## src/rtl/lfsr_keystream_16.sv

```systemverilog
// Serial 16-bit Fibonacci LFSR keystream source with a valid/ready output.
// One LFSR shift per clock; after STEPS shifts the word is registered on KEY
// and held until the consumer accepts it, then generation resumes from S.
module lfsr_keystream_16 #(
  parameter logic [15:0] TAPS     = 16'hB400,
  parameter logic [15:0] ZERO_SUB = 16'hACE1,
  parameter int unsigned STEPS    = 16
) (
  input  logic        CLK,
  input  logic        RST,
  input  logic        SEED_LD,
  input  logic [15:0] SEED,
  input  logic        KEY_READY,
  output logic [15:0] KEY,
  output logic        KEY_VALID,
  output logic        BUSY
);

  localparam logic [4:0] STEPS_C = 5'(STEPS);

  typedef enum logic [1:0] {
    IDLE,
    GEN,
    HOLD
  } state_t;

  state_t      state;
  state_t      state_nxt;
  logic [15:0] s;
  logic [4:0]  cnt;
  logic [15:0] s_step;
  logic [4:0]  cnt_inc;
  logic        last_step;

  assign s_step    = {s[14:0], ^(s & TAPS)};
  assign cnt_inc   = cnt + 5'd1;
  assign last_step = (cnt_inc == STEPS_C);

  // State register.
  always_ff @(posedge CLK or posedge RST) begin
    if (RST) state <= IDLE;
    else     state <= state_nxt;
  end

  // Next-state logic; a seed load overrides everything, including a handshake.
  always_comb begin
    state_nxt = state;
    if (SEED_LD) begin
      state_nxt = GEN;
    end else begin
      case (state)
        IDLE:    state_nxt = IDLE;
        GEN:     if (last_step) state_nxt = HOLD;
        HOLD:    if (KEY_READY) state_nxt = GEN;
        default: state_nxt = IDLE;
      endcase
    end
  end

  // LFSR, step counter and output word; KEY only loads on the last step.
  always_ff @(posedge CLK or posedge RST) begin
    if (RST) begin
      s   <= '0;
      cnt <= '0;
      KEY <= '0;
    end else if (SEED_LD) begin
      s   <= (SEED == 16'h0000) ? ZERO_SUB : SEED;
      cnt <= '0;
    end else begin
      case (state)
        GEN: begin
          s   <= s_step;
          cnt <= cnt_inc;
          if (last_step) KEY <= s_step;
        end
        HOLD: begin
          if (KEY_READY) cnt <= '0;
        end
        default: ;
      endcase
    end
  end

  // Status outputs decoded straight from the state register.
  always_comb begin
    KEY_VALID = (state == HOLD);
    BUSY      = (state == GEN);
  end

endmodule

```

## config.mk

```make
export PLATFORM = sky130hd
export DESIGN_NAME = lfsr_keystream_16
export DESIGN_NICKNAME = d
export VERILOG_FILES = /design/src/rtl/lfsr_keystream_16.sv
export SDC_FILE = /design/constraint.sdc
export NUM_CORES = 1
export LEC_CHECK = 0
export CELL_PAD_IN_SITES_DETAIL_PLACEMENT = 1
export CELL_PAD_IN_SITES_GLOBAL_PLACEMENT = 1
export CORE_ASPECT_RATIO = 0.9
export CORE_MARGIN = 5
export CORE_UTILIZATION = 36
export DETAILED_ROUTE_END_ITERATION = 8
export PLACE_DENSITY_LB_ADDON = 0.1
export SETUP_SLACK_MARGIN = 0.05
export SYNTH_ARGS = -nofsm -noshare
export SYNTH_HDL_FRONTEND = slang
export SYNTH_SLANG_ARGS = --single-unit
```

## constraint.sdc

```tcl
create_clock -name CLK -period 1.9 [get_ports CLK]
set_input_delay 0.57 -clock CLK [delete_from_list [all_inputs] [get_ports CLK]]
set_output_delay 0.57 -clock CLK [all_outputs]
set_load 0.02 [all_outputs]
```

==> summary.md <==
| Metric | Value |
|---|---|
| Setup repair after global routing missed its margin | `no` |
| Number of cell instances on the worst register-to-register path | `5` |
| Part of the power in the clock network | `39.7%` |
| Global-route wire length before repair | `8.42 mm` |
| Post-detail-place hpwl | `3.46 mm` |
| Int Power | `1.39 mW` |
| Post CTS Setup Buffer Count | `0` |
| Worst path max stage delay | `0.45 ns` |
| Startpoint of the most critical hold path | `KEY[0]$_DFFE_PP0P_` |
| Static leakage | `1.50 nW` |
| Mean number of vias per cell | `5.20` |
| Setup slack of the worst register-to-register path | `0.12 ns` |
| Largest voltage drop on the vdd net | `464 uV` |
| Number of violations reported at the end of detailed-routing iteration 0 | `66` |
| Worst setup EP type | `register` |
| CP Cell Sequence | `dlygate4sd2_1, or4_4, o41ai_4, buf_6, nor2_1, a31oi_1` |
| Port buffer count | `37` |
| Final routed wire length divided by cell count | `18.0 um` |
| Layout overhead on the synthesized area | `39.6%` |
| Final WL | `5.13 mm` |
| Die width | `85.4 um` |
| Crit Reg-Reg Endpoint | `KEY[11]$_DFFE_PP0P_` |
| Global Route Usage Sum | `16.4%` |
| Mean instance size in the synthesized netlist | `11.2 um2` |
| Number of storage elements in the synthesis netlist | `39` |
| CTS clk-pin slew, worst paths | `0.08 ns` |
| Final global-route overflow total | `0` |
| Largest area contributor in the synthesized netlist | `sky130_fd_sc_hd__dfrtp_1` |
| Total number of nets in the final design | `240` |
| Library cell with the highest instance count after synthesis | `sky130_fd_sc_hd__dfrtp_1` |
| Critical path required time | `2.12 ns` |
| Clock skew after layout | `0.00752 ns` |
| Antenna-violating nets left | `0` |
| Area of the core | `4890 um2` |
| Initial Utilization | `37.7%` |
| Maximum number of pins on one net before global-route repair | `40` |
| Min-delay worst type | `reg -> reg` |
| Floorplan die area | `6650 um2` |
| Worst skew pair latency | `0.30 ns` |
| Synthesized area | `1840 um2` |
| Kind of start point of the critical path | `input pin` |
| CTS Buf Count | `5` |
| Reg power frac | `50.1%` |
| Placed instance area | `2390 um2` |
| Cell with the biggest individual delay on the critical path | `sky130_fd_sc_hd__or4_4` |
| H-tree depth | `2` |
| Period utilisation layout | `95.2%` |
| Fraction of synthesis flops using an asynchronous set or reset pin | `100%` |
| Ports | `38` |
| Count of final setup violators | `0` |
| Distinct cells, synth | `30` |
| Vias in the first global route | `1657` |
| Die height | `77.9 um` |
| Post-synthesis net count | `186` |
| Switching power share of the total | `24.0%` |
| Number of endpoints with negative hold slack in the final report | `0` |
| Slew at the pin closest to its max-slew limit | `0.320 ns` |
| Synth top cells by count | `sky130_fd_sc_hd__dfrtp_1 (39), sky130_fd_sc_hd__nand2_1 (24), sky130_fd_sc_hd__nor2_1 (15)` |
| Worst Hold Depth | `1` |
| Ys flop type | `sky130_fd_sc_hd__dfrtp_1` |
| Yosys top cell area share | `53.0%` |
| Reg2reg start | `state[1]$_DFFE_PP0P_` |
| Final cell area excluding filler cells | `2570 um2` |
| First-pass DRT Iterations | `4` |
| Initial antenna violation count | `0` |
| Synthesis warning total | `0` |
| Result of the run | `finished clean` |
| DRC | `0` |
| Worst slew slack as a fraction of its limit | `78.1%` |
| Weighted congestion reported at the end of routability-driven placement | `0.810` |
| Highest fanout seen on the critical path | `7` |
| Combinational fraction of design power | `10.3%` |
| Power per standard cell area | `709 nW/um2` |
| Fraction of layout cells with a size suffix above 1 | `30.0%` |
| Root buffer cell | `sky130_fd_sc_hd__clkbuf_8` |
| Critical path class | `in -> reg` |
| Number of standard cells after synthesis | `165` |
| Sequential-to-total area share from yosys stat | `53.0%` |
| Crit path time final | `1.81 ns` |
| Number of max-slew violations in the final report | `0` |
| Post-synth EDFFs | `0` |
| Area contributors post-synth | `sky130_fd_sc_hd__dfrtp_1 (53%), sky130_fd_sc_hd__mux2_4 (7.3%), sky130_fd_sc_hd__mux2_2 (4.9%), sky130_fd_sc_hd__nand2_1 (4.9%), sky130_fd_sc_hd__mux2i_1 (4.3%)` |
| Minimum hold slack | `0.505 ns` |
| Worst Hold End | `KEY[0]$_DFFE_PP0P_` |
| Cell Rows | `24` |
| Clock tree sinks | `39` |
| TritonCTS clock tree | `done` |
| Clock buffer depth | `2` |
| Net switching power | `0.438 mW` |
| Max Fclk | `0.553 GHz` |
| CP Launch Point | `SEED[15]` |
| Max-cap violations | `0` |
| Number of vias after detailed routing | `1482` |
| Total inserted antenna cells | `0` |
| Arrival @ worst endpoint | `2.03 ns` |
-- what timing repair did --
item | 4_1_cts | 5_1_grt
pin swaps | 6 | 6
hold buffers | 0 | 0
cloned | 1 | 1
endpoints found under the setup margin | 28 | 40
resized for setup | 32 | 35
endpoints found under the hold margin | 0 | 0
-- sequential cells by signal, summed over array words and instances (netlist names) --
register / flops
cnt: 5
KEY: 16
s: 16
state: 2
-- metal layers --
metal  track usage [%]  wire length [um]  vias up
met5                 0                 0        -
met4              5.85                76        0
met3              4.98               282        8
met2              27.9              2530       34
met1              19.5              2240      741
li1                  -                 -      699
-- layout by cell type (no fill, tap or decap), types with 2 or more instances in the layout --
cell                              instances
sky130_fd_sc_hd__buf_4                   15
sky130_fd_sc_hd__mux2_2                   8
sky130_fd_sc_hd__mux2i_1                  8
sky130_fd_sc_hd__nor4_1                   2
sky130_fd_sc_hd__clkbuf_2                 4
sky130_fd_sc_hd__clkdlybuf4s50_1          2
sky130_fd_sc_hd__clkbuf_8                 6
sky130_fd_sc_hd__nor2_1                  13
sky130_fd_sc_hd__dlygate4sd2_1            7
sky130_fd_sc_hd__xnor2_1                  3
sky130_fd_sc_hd__dfrtp_1                 38
sky130_fd_sc_hd__or4_4                    7
sky130_fd_sc_hd__nand2_2                  2
sky130_fd_sc_hd__nand2_1                 22
sky130_fd_sc_hd__mux2_4                   9
sky130_fd_sc_hd__a21oi_2                  2
sky130_fd_sc_hd__nand4_1                  2
sky130_fd_sc_hd__a21oi_1                  5
sky130_fd_sc_hd__dlymetal6s2s_1          16
sky130_fd_sc_hd__o21ai_0                 13
sky130_fd_sc_hd__clkdlybuf4s15_1          7
sky130_fd_sc_hd__a31oi_1                  7
sky130_fd_sc_hd__inv_1                    2
-- critical path, delay by kind of cell --
kind | cells | cell delay (ns)
buffers and inverters | 2 | 0.44
and+or+nand+nor | 2 | 0.50
AOI/OAI and AO/OA | 2 | 0.52
-- worst max path at each step --
stage | slack (ns) | depth (start not counted) | end
3_3_place_gp | -0.46 | 6 | s[15]$_DFFE_PP0P_
6_report | 0.09 | 6 | s[6]$_DFFE_PP0P_
5_1_grt | 0.02 | 6 | s[15]$_DFFE_PP0P_
4_1_cts | 0.02 | 4 | KEY[11]$_DFFE_PP0P_
3_5_place_dp | -0.51 | 6 | s[5]$_DFFE_PP0P_
2_1_floorplan | 0.02 | 6 | KEY[10]$_DFFE_PP0P_
-- power by group through the flow --
stage	Combinational [mW]	Sequential [mW]	Clock, mW
CTS	0.189	0.912	0.745
global placement	0.184	0.927	0
detailed placement	0.191	0.929	0
finish	0.187	0.913	0.723
global route	0.212	0.919	0.781
floorplan	0.0966	0.914	0
-- cell type report --
cell class	count	area [um2]
Clock buffer	6	82.6
Timing Repair Buffer	54	520
Inverter	4	15.0
Fill cell	532	2320
Multi-Input combinational cell	115	861
Tap cell	65	81.3
Sequential cell	39	977
Clock inverter	2	35.0
-- per-stage QoR --
stage	setup WS [ns]	TNS [ns]	utilization (%)	cells	power (mW)
final	0.0917	0	52.6	285	1.82
after global routing	0.0249	0	52.6	285	1.91
after CTS	0.0234	0	51.5	284	1.85
after detailed placement	-0.514	-8.82	48.8	275	1.12
after global placement	-0.461	-7.95	48.8	275	1.11
after floorplan	0.0167	0	-	165	1.01
-- cells by family after synthesis --
kind of cell    Yosys count  share of synthesized area, %
flops                    39                          53.0
simple gates             52                          13.0
compound gates           31                          10.7
fa+ha+maj                 1                         0.679
xor+xnor                  4                          1.90
mux                      25                          16.6
buf+inv                  13                          4.28
No activity file was read; power rests on OpenSTA's default activity.
